[config.mk]
export PLATFORM = sky130hd
export DESIGN_NAME = tick_scheduler
export DESIGN_NICKNAME = d
export VERILOG_FILES = /design/src/rtl/tick_scheduler.sv
export SDC_FILE = /design/constraint.sdc
export NUM_CORES = 1
export LEC_CHECK = 0
export CORE_ASPECT_RATIO = 0.5
export CORE_MARGIN = 10
export CORE_UTILIZATION = 45
export DETAILED_ROUTE_END_ITERATION = 16
export PLACE_DENSITY = 0.75
export SYNTH_ARGS = -nofsm -noshare
export SYNTH_HDL_FRONTEND = slang
export SYNTH_SLANG_ARGS = --single-unit
[constraint.sdc]
create_clock -name clk -period 5.44 [get_ports clk]
set_input_delay 0.816 -clock clk [delete_from_list [all_inputs] [get_ports clk]]
set_output_delay 0.816 -clock clk [all_outputs]
set_load 0.01 [all_outputs]
[src/rtl/tick_scheduler.sv]
// tick_scheduler: divide-by-(N+1) tick and phase generator with run/stop/step control
// and a handshaked divide ratio that only changes at period boundaries.
module tick_scheduler #(
  parameter int WIDTH       = 9,
  parameter int DEFAULT_DIV = 511
) (
  input  logic             clk,
  input  logic             reset,
  input  logic [WIDTH-1:0] cfg_div,
  input  logic             cfg_valid,
  output logic             cfg_ready,
  input  logic             start,
  input  logic             stop,
  input  logic             step,
  output logic             tick,
  output logic             phase,
  output logic             running,
  output logic [WIDTH-1:0] count
);
  typedef enum logic [1:0] {S_IDLE, S_RUN, S_STEP} state_t;
  state_t           r_state, w_state_n;
  logic [WIDTH-1:0] r_div, r_pend, r_count;
  logic [WIDTH-1:0] w_div_n, w_pend_n, w_count_n, w_apply;
  logic             r_pend_v, r_tick, r_phase, r_running;
  logic             w_pend_v_n, w_tick_n, w_phase_n;
  logic             w_busy, w_wrap, w_hs;
  assign w_busy    = r_state != S_IDLE;
  assign w_wrap    = w_busy && r_count == r_div;
  assign w_hs      = cfg_valid && cfg_ready;
  // Ratio taken at a boundary: a same-edge handshake, else whatever is pending.
  assign w_apply   = w_hs ? cfg_div : r_pend_v ? r_pend : r_div;
  assign cfg_ready = ~r_pend_v;
  assign tick      = r_tick;
  assign phase     = r_phase;
  assign running   = r_running;
  assign count     = r_count;
  always_comb begin
    w_state_n  = r_state;
    w_div_n    = r_div;
    w_pend_n   = r_pend;
    w_pend_v_n = r_pend_v;
    w_count_n  = '0;
    w_tick_n   = 1'b0;
    w_phase_n  = r_phase;
    if (!w_busy) begin
      if (w_hs) w_div_n = cfg_div;
      w_state_n = start ? S_RUN : step ? S_STEP : S_IDLE;
    end else if (stop) begin
      w_state_n  = S_IDLE;
      w_div_n    = w_apply;
      w_pend_v_n = 1'b0;
    end else if (w_wrap) begin
      w_tick_n   = 1'b1;
      w_phase_n  = ~r_phase;
      w_div_n    = w_apply;
      w_pend_v_n = 1'b0;
      w_state_n  = (r_state == S_STEP && !start) ? S_IDLE : S_RUN;
    end else begin
      w_count_n = r_count + 1'b1;
      if (w_hs) begin
        w_pend_n   = cfg_div;
        w_pend_v_n = 1'b1;
      end
      if (start) w_state_n = S_RUN;
    end
  end
  always_ff @(posedge clk or posedge reset) begin
    if (reset) begin
      r_state   <= S_IDLE;
      r_div     <= WIDTH'(DEFAULT_DIV);
      r_pend    <= '0;
      r_pend_v  <= 1'b0;
      r_count   <= '0;
      r_tick    <= 1'b0;
      r_phase   <= 1'b0;
      r_running <= 1'b0;
    end else begin
      r_state   <= w_state_n;
      r_div     <= w_div_n;
      r_pend    <= w_pend_n;
      r_pend_v  <= w_pend_v_n;
      r_count   <= w_count_n;
      r_tick    <= w_tick_n;
      r_phase   <= w_phase_n;
      r_running <= w_state_n != S_IDLE;
    end
  end
endmodule

==> flow_summary.rst, run 1 <==
.. list-table::
   :header-rows: 1

   * - Metric
     - Value
   * - Max Fclk
     - roughly 0.36 GHz
   * - Detailed Route Iter0 Violations
     - 42
   * - Post-synthesis sequential element count
     - 33
   * - Post-DRT Antenna Nets
     - 0
   * - Total Routed Length
     - 3.19 mm
   * - Via density per instance
     - 5.04
   * - Layout cells sized above 1
     - between 30 and 40%
   * - Insertion delay of the later-clocked pin in the worst-skew pair
     - approximately 0.28 ns
   * - Nature of the critical path startpoint
     - input pin
   * - Clock-pin slew on the worst setup and hold paths
     - about 0.060 ns
   * - Growth of design area from synthesis to finish
     - 26.1%
   * - Status
     - finished clean
   * - Yosys warns
     - 0
   * - Distinct cells, synth
     - 31
   * - Count of endpoints failing setup in the final report
     - 0
   * - Placed Cells incl. Taps
     - between 200 and 250
   * - Biggest area contributors in the synthesized netlist
     - dfrtp_1 (38%), mux2_2 (19%), dfstp_2 (15%)
   * - I/O pin count
     - 28
   * - Total overflow reported by the global router
     - 0
   * - Worst endpoint required time
     - ~5.6 ns
   * - Final worst setup slack
     - 2.65 ns
   * - Worst slack after detailed placement
     - 2.36 ns
   * - Vias after detailed routing
     - 1068
   * - Tightest slew margin relative to the limit
     - 25.5%
   * - Worst R2R Setup Slack
     - 3.01 ns
   * - Maximum fanout along the worst path
     - 9
   * - Master cell of the clock root buffer
     - clkbuf_8
   * - Area share of the largest cell type after synthesis
     - a little under two fifths
   * - Die X
     - approximately 100 um
   * - Number of detailed-route iterations in the first pass
     - 3
   * - Reg2Reg Depth
     - 5
   * - Number of diodes added for antenna fixing
     - 0
   * - Worst Clk Skew
     - 0.00301 ns
   * - Final-layout setup total negative slack
     - 0 ns
   * - Number of buffers on the longest clock path
     - 2
   * - Final critical-path required period
     - roughly 2.8 ns
   * - Worst Hold Endpoint
     - phase$_DFFE_PP0P_
   * - HPWL after detailed placement
     - 2.39 mm
   * - Residual DRC count
     - 0
   * - Combined area of all synthesized cells
     - 1590 um2
   * - Total placed instance area
     - between 1500 and 2000 um2
   * - Core outline area
     - around 3400 um2
   * - Num rows
     - 15
   * - Weighted congestion at the end of routability-driven global placement
     - 0.703
   * - WP data arrival
     - a little under 3 ns
   * - Post-synth top area cell
     - dfrtp_1
   * - Post-cts sizing count
     - 0
   * - Unrepaired setup endpoints after global routing
     - no
   * - Total of buffers placed on input and output ports
     - 27
   * - Power, Total
     - between 0.8 and 0.9 mW
   * - Nets@finish
     - 176
   * - Overall track demand over capacity in global routing
     - around 11%
   * - Number of instances on the worst hold path
     - 1
   * - Die Area
     - roughly 6500 um2
   * - Cells after Synth
     - ~130
   * - Power per Cell Area
     - approximately 420 nW/um2
   * - Maximum VDD drop
     - 171 uV
   * - Initial antenna violation count
     - 0
   * - Sequential-to-total area share from yosys stat
     - approximately 53%
   * - Worst reg2reg path endpoint
     - r_pend[4]$_DFFE_PP0P_
   * - CTS H-Tree Depth
     - 2
   * - Commonest cells after routing, fill and taps aside
     - mux2_2 (27), clkdlybuf4s50_1 (27), dfrtp_1 (24), nor2_1 (13), xnor2_1 (13)
   * - Starting density of the core
     - a little under half
   * - Number of max-slew violations in the final report
     - 0
   * - Path category of the worst min-delay check
     - reg -> reg
   * - Via count of the first global-routing pass
     - around 1100
   * - Post-CTS repair timing setup buffer count
     - 0
   * - Pin slew with the least headroom to its limit
     - around 1.1 ns
   * - Final Instance Area
     - between 2000 and 2500 um2
   * - Clock net sink count
     - 33
   * - Critical register-to-register path startpoint
     - r_state[1]$_DFF_PP0_
   * - LEAKAGE
     - approximately 0.78 nW
   * - Number of buffers inserted during clock tree synthesis
     - 5
   * - Die extent in y
     - between 60 and 70 um
   * - Maximum number of pins on one net before global-route repair
     - 34
   * - Origin of the worst min-delay path
     - phase$_DFFE_PP0P_
   * - Number of max-cap violations
     - 0
   * - CTS tree
     - done
   * - Final critical-path share of the clock period
     - around half
   * - Avg Cell Area, Syn
     - 12.6 um2
   * - Global-route wire length before repair
     - between 5 and 6 mm
   * - Kind of capture point of the worst setup path
     - flip-flop
   * - Number of buffers added to fix hold violations after cts
     - 0
   * - Post-Syn Nets
     - 143
   * - Post-detailed-route wirelength per cell
     - 15.0 um
   * - Setup CP Type
     - in -> reg
   * - Final-report hold violation count
     - 0
   * - Final non-filler cell total
     - 212
## logic make-up after synthesis
group | Yosys count | synth area share (%)
simple gates | 33 | 11.6
buf+inv | 6 | 1.96
fa+ha+maj | 1 | 0.785
xor+xnor | 17 | 9.34
compound gates | 10 | 4.71
flops | 33 | 52.5
mux | 27 | 19.1
## worst max-delay path by stage
stage          start                     to  slack, ns  depth (start not counted)
5_1_grt         stop  r_pend[4]$_DFFE_PP0P_       2.52                          4
2_1_floorplan   stop  r_pend[0]$_DFFE_PP0P_       3.53                          4
4_1_cts         stop  r_pend[4]$_DFFE_PP0P_       2.65                          4
3_5_place_dp    stop  r_pend[4]$_DFFE_PP0P_       2.36                          4
3_3_place_gp    stop  r_pend[1]$_DFFE_PP0P_       2.41                          4
6_report        stop  r_pend[4]$_DFFE_PP0P_       2.65                          4
## area by class of cell
class | instances | area, um2
sequential | 33 | 837
multi-input combinational | 88 | 726
inverter | 4 | 15.0
fill | 290 | 1410
tap | 51 | 63.8
timing repair buffer | 28 | 278
clock buffer | 8 | 90.1
## flip-flops by register name (all words and copies together), names as in the netlist
name      flops
count         9
r_div         9
r_pend        9
r_state       2
phase         1
r_pend_v      1
running       1
tick          1
## per-stage QoR
step	hold slack [ns]	utilization (%)
2_1_floorplan	0.461	-
3_5_place_dp	0.458	56.2
3_3_place_gp	0.459	56.2
6_report	0.474	58.8
4_1_cts	0.473	58.8
5_1_grt	0.494	58.8
## layer usage
metal,share of wire (%),global-route usage (%),vias up
li1,-,-,514
met1,47,13.1,529
met3,4.3,3.60,5
met4,1.3,6.29,0
met5,0,0,-
met2,48,18.0,20
## worst max-delay path, stage by stage
cell and delay [ns]:
clkdlybuf4s50_1 0.50, nor2_1 0.23, nor4bb_2 0.98, mux2_2 0.42
## power breakdown
group          switching (mW)  total [mW]  internal, mW  leakage, nW
registers              0.0528       0.402         0.350        0.399
logic                   0.110       0.257         0.148        0.340
clock network          0.0840       0.187         0.103       0.0455
## cells in the mapped netlist
cell type   n
or2_1       1
dfstp_2     9
a21oi_2     1
mux2_2     27
nor3_2      1
nand3_1     2
inv_1       4
buf_2       1
dfrtp_1    24
and4_1      1
and3_1      1
o21ai_2     1
a21oi_1     3
nand3b_1    1
ha_1        1
xnor2_1    13
or2_2       1
o22ai_2     1
a211oi_1    1
a31oi_1     1
nor4_1      1
nand4_1     4
nand4_2     1
o41ai_1     1
nand2_1     4
nor2b_1     1
xor2_1      4
nor2_1     13
nor4bb_2    1
o31ai_1     1
buf_6       1
No activity file was read; power rests on OpenSTA's default activity.
==> inputs of run 2 (changes only) <==
Clock period 5.44 ns to 2.7 ns, I/O delays scaled along.
==> run 2 against run 1 <==
Compared with the run above:
- clock power rose by 89%
- non-clock buffer count is 1 higher
- clock skew grew 0.0070 ns
- cell area about the same
- first-iteration DRC count down 55%
- register-to-register slack worse by 2.2 ns
- critical endpoint is now r_pend[2]$_DFFE_PP0P_
- largest power group unchanged
- highest routed layer unchanged
==> flow_summary.rst, run 2 (synthesis gave the netlist of run 1 again) <==
.. list-table::
   :header-rows: 1

   * - Metric
     - Value
   * - Pin slew with the least headroom to its limit
     - 0.537 ns (-0.564 ns)
   * - Post-cts sizing count
     - 0 (unchanged)
   * - Master cell of the clock root buffer
     - clkbuf_8
   * - Number of buffers inserted during clock tree synthesis
     - 5 (unchanged)
   * - Critical Path Slowest Stage Cell
     - dfrtp_1
   * - Insertion delay of the later-clocked pin in the worst-skew pair
     - 0.29 ns (about the same)
   * - Worst endpoint required time
     - 2.87 ns (-2.74 ns)
   * - Max incr delay on CP
     - 0.45 ns (-0.53 ns)
   * - Total overflow reported by the global router
     - 0 (unchanged)
   * - Final-report hold violation count
     - 0 (unchanged)
   * - Via count of the first global-routing pass
     - 1098 (-2.1%)
   * - Detailed Route Iter0 Violations
     - 19 (-55%)
   * - Relative contribution of sequential cells to total power
     - 48.2% (+0.7 points)
   * - Number of detailed-route iterations in the first pass
     - 4 (+1)
   * - Vias after detailed routing
     - 1042 (-2.4%)
   * - Path category of the worst min-delay check
     - reg -> reg
   * - Total of buffers placed on input and output ports
     - 27 (unchanged)
   * - Growth of design area from synthesis to finish
     - 26.0% (about the same)
   * - Die extent in y
     - 62.1 um (unchanged)
   * - Internal portion of total power
     - 1.18 mW (+97%)
   * - Final-layout setup total negative slack
     - 0 ns (unchanged)
   * - Max Fclk
     - approximately 0.52 GHz
   * - Post-detailed-route wirelength per cell
     - 14.5 um (-3.5%)
   * - Maximum fanout along the worst path
     - 9 (unchanged)
   * - Share of total power in combinational logic
     - 30.6% (+0.2 points)
   * - Weighted congestion at the end of routability-driven global placement
     - 0.704 (+0.23%)
   * - Setup CP Type
     - reg -> reg
   * - Number of diodes added for antenna fixing
     - 0 (unchanged)
   * - Final critical-path required period
     - between 1.5 and 2 ns
   * - Overall track demand over capacity in global routing
     - 10.3% (-0.76 points)
   * - Kind of capture point of the worst setup path
     - flip-flop
   * - I/O pin count
     - 28 (unchanged)
   * - Worst slack after detailed placement
     - 0.557 ns (-1.80 ns)
   * - Core outline area
     - 3420 um2 (unchanged)
   * - Maximum number of pins on one net before global-route repair
     - 34 (unchanged)
   * - WP data arrival
     - 2.08 ns (-0.87 ns)
   * - Number of max-cap violations
     - 0 (unchanged)
   * - Worst Clk Skew
     - 0.0100 ns (+0.00704 ns)
   * - Final Util
     - 58.8% (about the same)
   * - LEAKAGE
     - 0.787 nW (+0.26%)
   * - Layout cells sized above 1
     - 31.5% (+0.43 points)
   * - Critical Path, Cell by Cell
     - xnor2_1, nand4_2, nor3_2, nor4bb_2, buf_4, mux2_2
   * - Global-route wire length before repair
     - 5.19 mm (-6.7%)
   * - Maximum VDD drop
     - 340 uV (+99%)
   * - Die X
     - 104 um (unchanged)
   * - Unrepaired setup endpoints after global routing
     - no
   * - Number of buffers added to fix hold violations after cts
     - 0 (unchanged)
   * - Nature of the critical path startpoint
     - flip-flop
   * - Switching share of total power
     - 29.2% (+0.094 points)
   * - Die Area
     - 6470 um2 (unchanged)
   * - Initial antenna violation count
     - 0 (unchanged)
   * - Count of endpoints failing setup in the final report
     - 0 (unchanged)
   * - Post-DRT Antenna Nets
     - 0 (unchanged)
   * - Status
     - finished clean
   * - CTS H-Tree Depth
     - 2 (unchanged)
   * - Tightest slew margin relative to the limit
     - 64.2% (+39 points)
   * - Post-CTS repair timing setup buffer count
     - 0 (unchanged)
   * - Final critical-path share of the clock period
     - between 70% and 80%
   * - Num rows
     - 15 (unchanged)
   * - Nets@finish
     - 177 (+0.57%)
   * - Worst R2R Setup Slack
     - 0.78 ns (-2.23 ns)
   * - Power, Total
     - 1.67 mW (+97%)
   * - CTS tree
     - done
   * - Number of buffers on the longest clock path
     - 2 (unchanged)
   * - HPWL after detailed placement
     - 2.27 mm (-4.9%)
   * - Final worst setup slack
     - 0.782 ns (-1.87 ns)
   * - Via density per instance
     - 4.89 (-2.9%)
   * - Total Routed Length
     - 3.09 mm (-3.1%)
   * - Residual DRC count
     - 0 (unchanged)
   * - Clock net sink count
     - 33 (unchanged)
   * - Commonest cells after routing, fill and taps aside
     - mux2_2 (27), clkdlybuf4s50_1 (27), dfrtp_1 (24), nor2_1 (13), xnor2_1 (13)
   * - Power per Cell Area
     - 832 nW/um2 (+98%)
   * - Clock network power share
     - 21.2% (-0.9 points)
   * - Clock-pin slew on the worst setup and hold paths
     - 0.07 ns (about the same)
   * - Number of max-slew violations in the final report
     - 0 (unchanged)
   * - Starting density of the core
     - 46.7% (unchanged)
   * - Reported net switching power
     - 0.489 mW (+98%)
[run 2: metal layers]
metal	vias to the layer above	track usage [%]	wire length [um]
met1	504	11.3	1520
met3	5	3.50	148
met2	22	17.9	1360
met4	0	5.89	63
met5	-	0	0
li1	511	-	-
[run 2: metrics by stage]
stage	hold WS (ns)	instance area, um2	std cells
floorplan	0.461	1590	127
global placement	0.458	1930	205
detailed placement	0.461	1930	205
CTS	0.477	2010	213
global route	0.491	2010	213
finish	0.477	2010	213
[run 2: worst max-delay path, delay by kind of cell, from the launching register on]
kind                      cells  cell delay [ns]
xor gates and xnor gates      1             0.32
buffers and inverters         1             0.18
muxes                         1             0.28
and+or+nand+nor               3             0.57
DFF                           1             0.45
[run 2: power groups by stage]
stage | sequential, mW | clock (mW) | combinational, mW
finish | 0.805 | 0.354 | 0.512
global route | 0.828 | 0.385 | 0.566
CTS | 0.806 | 0.366 | 0.519
detailed placement | 0.812 | 0 | 0.517
global placement | 0.806 | 0 | 0.503
floorplan | 0.792 | 0 | 0.386
[run 2: layout make-up]
cell class,count,area (um2)
Fill cell,283,1410
Clock inverter,1,5.00
Sequential cell,33,837
Multi-Input combinational cell,88,726
Clock buffer,7,76.3
Tap cell,51,63.8
Timing Repair Buffer,29,285
Inverter,4,15.0
[run 2: path summary, 6_finish.rpt]
check	from	end	cells after the start
setup / recovery	count[2]$_DFF_PP0_	r_pend[2]$_DFFE_PP0P_	6
setup reg to reg	count[2]$_DFF_PP0_	r_pend[2]$_DFFE_PP0P_	6
hold reg to reg	phase$_DFFE_PP0P_	phase$_DFFE_PP0P_	1
max in group asynchronous	reset	r_div[4]$_DFFE_PP1P_	3
hold / removal	phase$_DFFE_PP0P_	phase$_DFFE_PP0P_	1
min in group asynchronous	reset	phase$_DFFE_PP0P_	3
==> inputs of run 3 (changes only) <==
Clock period 2.7 ns to 1.9 ns, I/O delays scaled along.
==> run 3 against run 2 <==
Compared with the run above:
- hold slack lost 0.080 ns
- wire length grew 7.2%
- flip-flop and latch count is the same
- sequential share of layout area shrank 2.8 points
- final cell count grew 4.7%
- first-iteration DRC count grew 11%
- via count grew 2.8%
==> flow_summary.rst, run 3 (synthesis gave the netlist of run 1 again) <==
.. list-table::
   :header-rows: 1

   * - Metric
     - Value
   * - Number of max-cap violations
     - 0 (unchanged)
   * - Vias after detailed routing
     - 1071 (+2.8%)
   * - Number of detailed-route iterations in the first pass
     - 4 (unchanged)
   * - Insertion delay of the later-clocked pin in the worst-skew pair
     - 0.27 ns (-0.02 ns)
   * - Die extent in y
     - 62.1 um (unchanged)
   * - Via count of the first global-routing pass
     - 1152 (+4.9%)
   * - Post-detailed-route wirelength per cell
     - 14.9 um (+2.4%)
   * - Maximum VDD drop
     - 484 uV (+42%)
   * - Starting density of the core
     - 46.7% (unchanged)
   * - Final non-filler cell total
     - 223 (+4.7%)
   * - Sequential standard cell area
     - 837 um2 (unchanged)
   * - Initial antenna violation count
     - 0 (unchanged)
   * - Number of diodes added for antenna fixing
     - 0 (unchanged)
   * - Final critical-path required period
     - 1.90 ns (-0.0212 ns)
   * - Number of buffers inserted during clock tree synthesis
     - 5 (unchanged)
   * - Power per Cell Area
     - 1170 nW/um2 (+40%)
   * - Number of max-slew violations in the final report
     - 0 (unchanged)
   * - HPWL after detailed placement
     - 2.49 mm (+9.8%)
   * - Detailed Route Iter0 Violations
     - 21 (+2)
   * - Kind of capture point of the worst setup path
     - flip-flop
   * - Core outline area
     - 3420 um2 (unchanged)
   * - Unrepaired setup endpoints after global routing
     - yes
   * - Maximum number of pins on one net before global-route repair
     - 34 (unchanged)
   * - Commonest cells after routing, fill and taps aside
     - clkdlybuf4s50_1 (27), dfrtp_1 (24), mux2_2 (22), nor2_1 (13)
   * - Total overflow reported by the global router
     - 0 (unchanged)
   * - Maximum fanout along the worst path
     - 5 (-4)
   * - Final-report hold violation count
     - 0 (unchanged)
   * - Nature of the critical path startpoint
     - flip-flop
   * - Growth of design area from synthesis to finish
     - 35.2%
   * - Weighted congestion at the end of routability-driven global placement
     - 0.763 (+8.3%)
   * - CTS tree
     - done
   * - Number of buffers on the longest clock path
     - 2 (unchanged)
   * - Count of endpoints failing setup in the final report
     - 0 (unchanged)
   * - Num rows
     - 15 (unchanged)
   * - Clock net sink count
     - 33 (unchanged)
   * - Post-cts sizing count
     - 0 (unchanged)
   * - Max Fclk
     - 0.527 GHz (+1.1%)
   * - Worst endpoint required time
     - 2.06 ns (-0.81 ns)
   * - Residual DRC count
     - 0 (unchanged)
   * - WP data arrival
     - 2.06 ns (-0.02 ns)
   * - Status
     - finished clean
   * - Number of buffers added to fix hold violations after cts
     - 0 (unchanged)
   * - Total Routed Length
     - 3.31 mm (+7.2%)
   * - Die X
     - 104 um (unchanged)
   * - Final critical-path share of the clock period
     - 99.8% (+29 points)
   * - Post-CTS repair timing setup buffer count
     - 0 (unchanged)
   * - Total placed instance area
     - 2010 um2 (+4.2%)
   * - Overall track demand over capacity in global routing
     - 10.8% (+0.54 points)
   * - I/O pin count
     - 28 (unchanged)
   * - Via density per instance
     - 4.80 (-1.8%)
   * - Tightest slew margin relative to the limit
     - 67.3% (+3.2 points)
   * - Path category of the worst min-delay check
     - in -> async
   * - Leading cell type in the layout, fill and taps excluded
     - clkdlybuf4s50_1
   * - Power, Total
     - 2.52 mW (+51%)
   * - Placed Cells incl. Taps
     - 214 (+4.4%)
   * - Layout cells sized above 1
     - 36.6% (+5.1 points)
   * - Final Instance Area
     - 2150 um2 (+7.3%)
   * - Post-DRT Antenna Nets
     - 0 (unchanged)
   * - Master cell of the clock root buffer
     - clkbuf_8
   * - Total of buffers placed on input and output ports
     - 27 (unchanged)
   * - CTS H-Tree Depth
     - 2 (unchanged)
   * - Number of fill cells in the layout
     - 277 (-2.1%)
   * - LEAKAGE
     - 0.882 nW (+12%)
   * - Setup CP Type
     - reg -> reg
   * - Reg2Reg Depth
     - 6 (unchanged)
   * - Pin slew with the least headroom to its limit
     - 0.490 ns (-0.0474 ns)
   * - Die Area
     - 6470 um2 (unchanged)
   * - Clock-pin slew on the worst setup and hold paths
     - 0.06 ns (about the same)
   * - Area of the multi-input gates
     - 782 um2 (+7.8%)
   * - Nets@finish
     - 187 (+5.6%)
   * - Worst Clk Skew
     - 0.00252 ns (-0.00752 ns)
   * - Global-route wire length before repair
     - 5.46 mm (+5.3%)
## run 3: critical path: stages, from the launching register on
cell      delay, ns
dfstp_2        0.55
xnor2_2        0.08
nand4_1        0.17
nor3_4         0.08
nor4bb_4       0.37
buf_6          0.19
mux2_2         0.34
## run 3: stage by stage
stage / util [%] / hold slack [ns] / worst slack [ns] / TNS [ns]
after detailed placement: 58.8 / 0.460 / -0.0361 / -0.211
after CTS: 61.1 / 0.412 / 0.0216 / 0
after global routing: 63.1 / 0.448 / -0.0569 / -0.606
after floorplan: - / 0.372 / 0.124 / 0
after global placement: 58.8 / 0.456 / 0.0308 / 0
final: 63.1 / 0.396 / 0.00315 / 0
## run 3: path summary, 6_finish.rpt
check	startpoint	to	slack, ns
min in group clk	phase$_DFFE_PP0P_	phase$_DFFE_PP0P_	0.48
min reg2reg	phase$_DFFE_PP0P_	phase$_DFFE_PP0P_	0.48
min	reset	running$_DFF_PP0_	0.40
max	r_div[1]$_DFFE_PP1P_	r_pend[2]$_DFFE_PP0P_	0.003
max in group asynchronous	reset	r_div[0]$_DFFE_PP1P_	1.17
max reg2reg	r_div[1]$_DFFE_PP1P_	r_pend[2]$_DFFE_PP0P_	0.003
## run 3: final cells by class
type                       count  share of cell area (%)
clock buffer                   8                    3.72
inverter                       4                   0.697
multi-input combinational     88                    36.3
sequential                    33                    38.9
tap                           51                    2.96
timing repair buffer          39                    17.5
## run 3: routing by layer
layer / vias up / track usage [%] / share of wire, % / wire [um]
met5: - / 0 / 0 / 0
met4: 0 / 5.89 / 1.1 / 38
met3: 2 / 3.40 / 3.6 / 120
met2: 19 / 18.1 / 47 / 1550
met1: 514 / 12.7 / 48 / 1600
li1: 536 / - / - / -
## run 3: report_power, final
group	internal [mW]	switching [mW]
clock	0.260	0.236
sequential	1.00	0.163
combinational	0.519	0.336
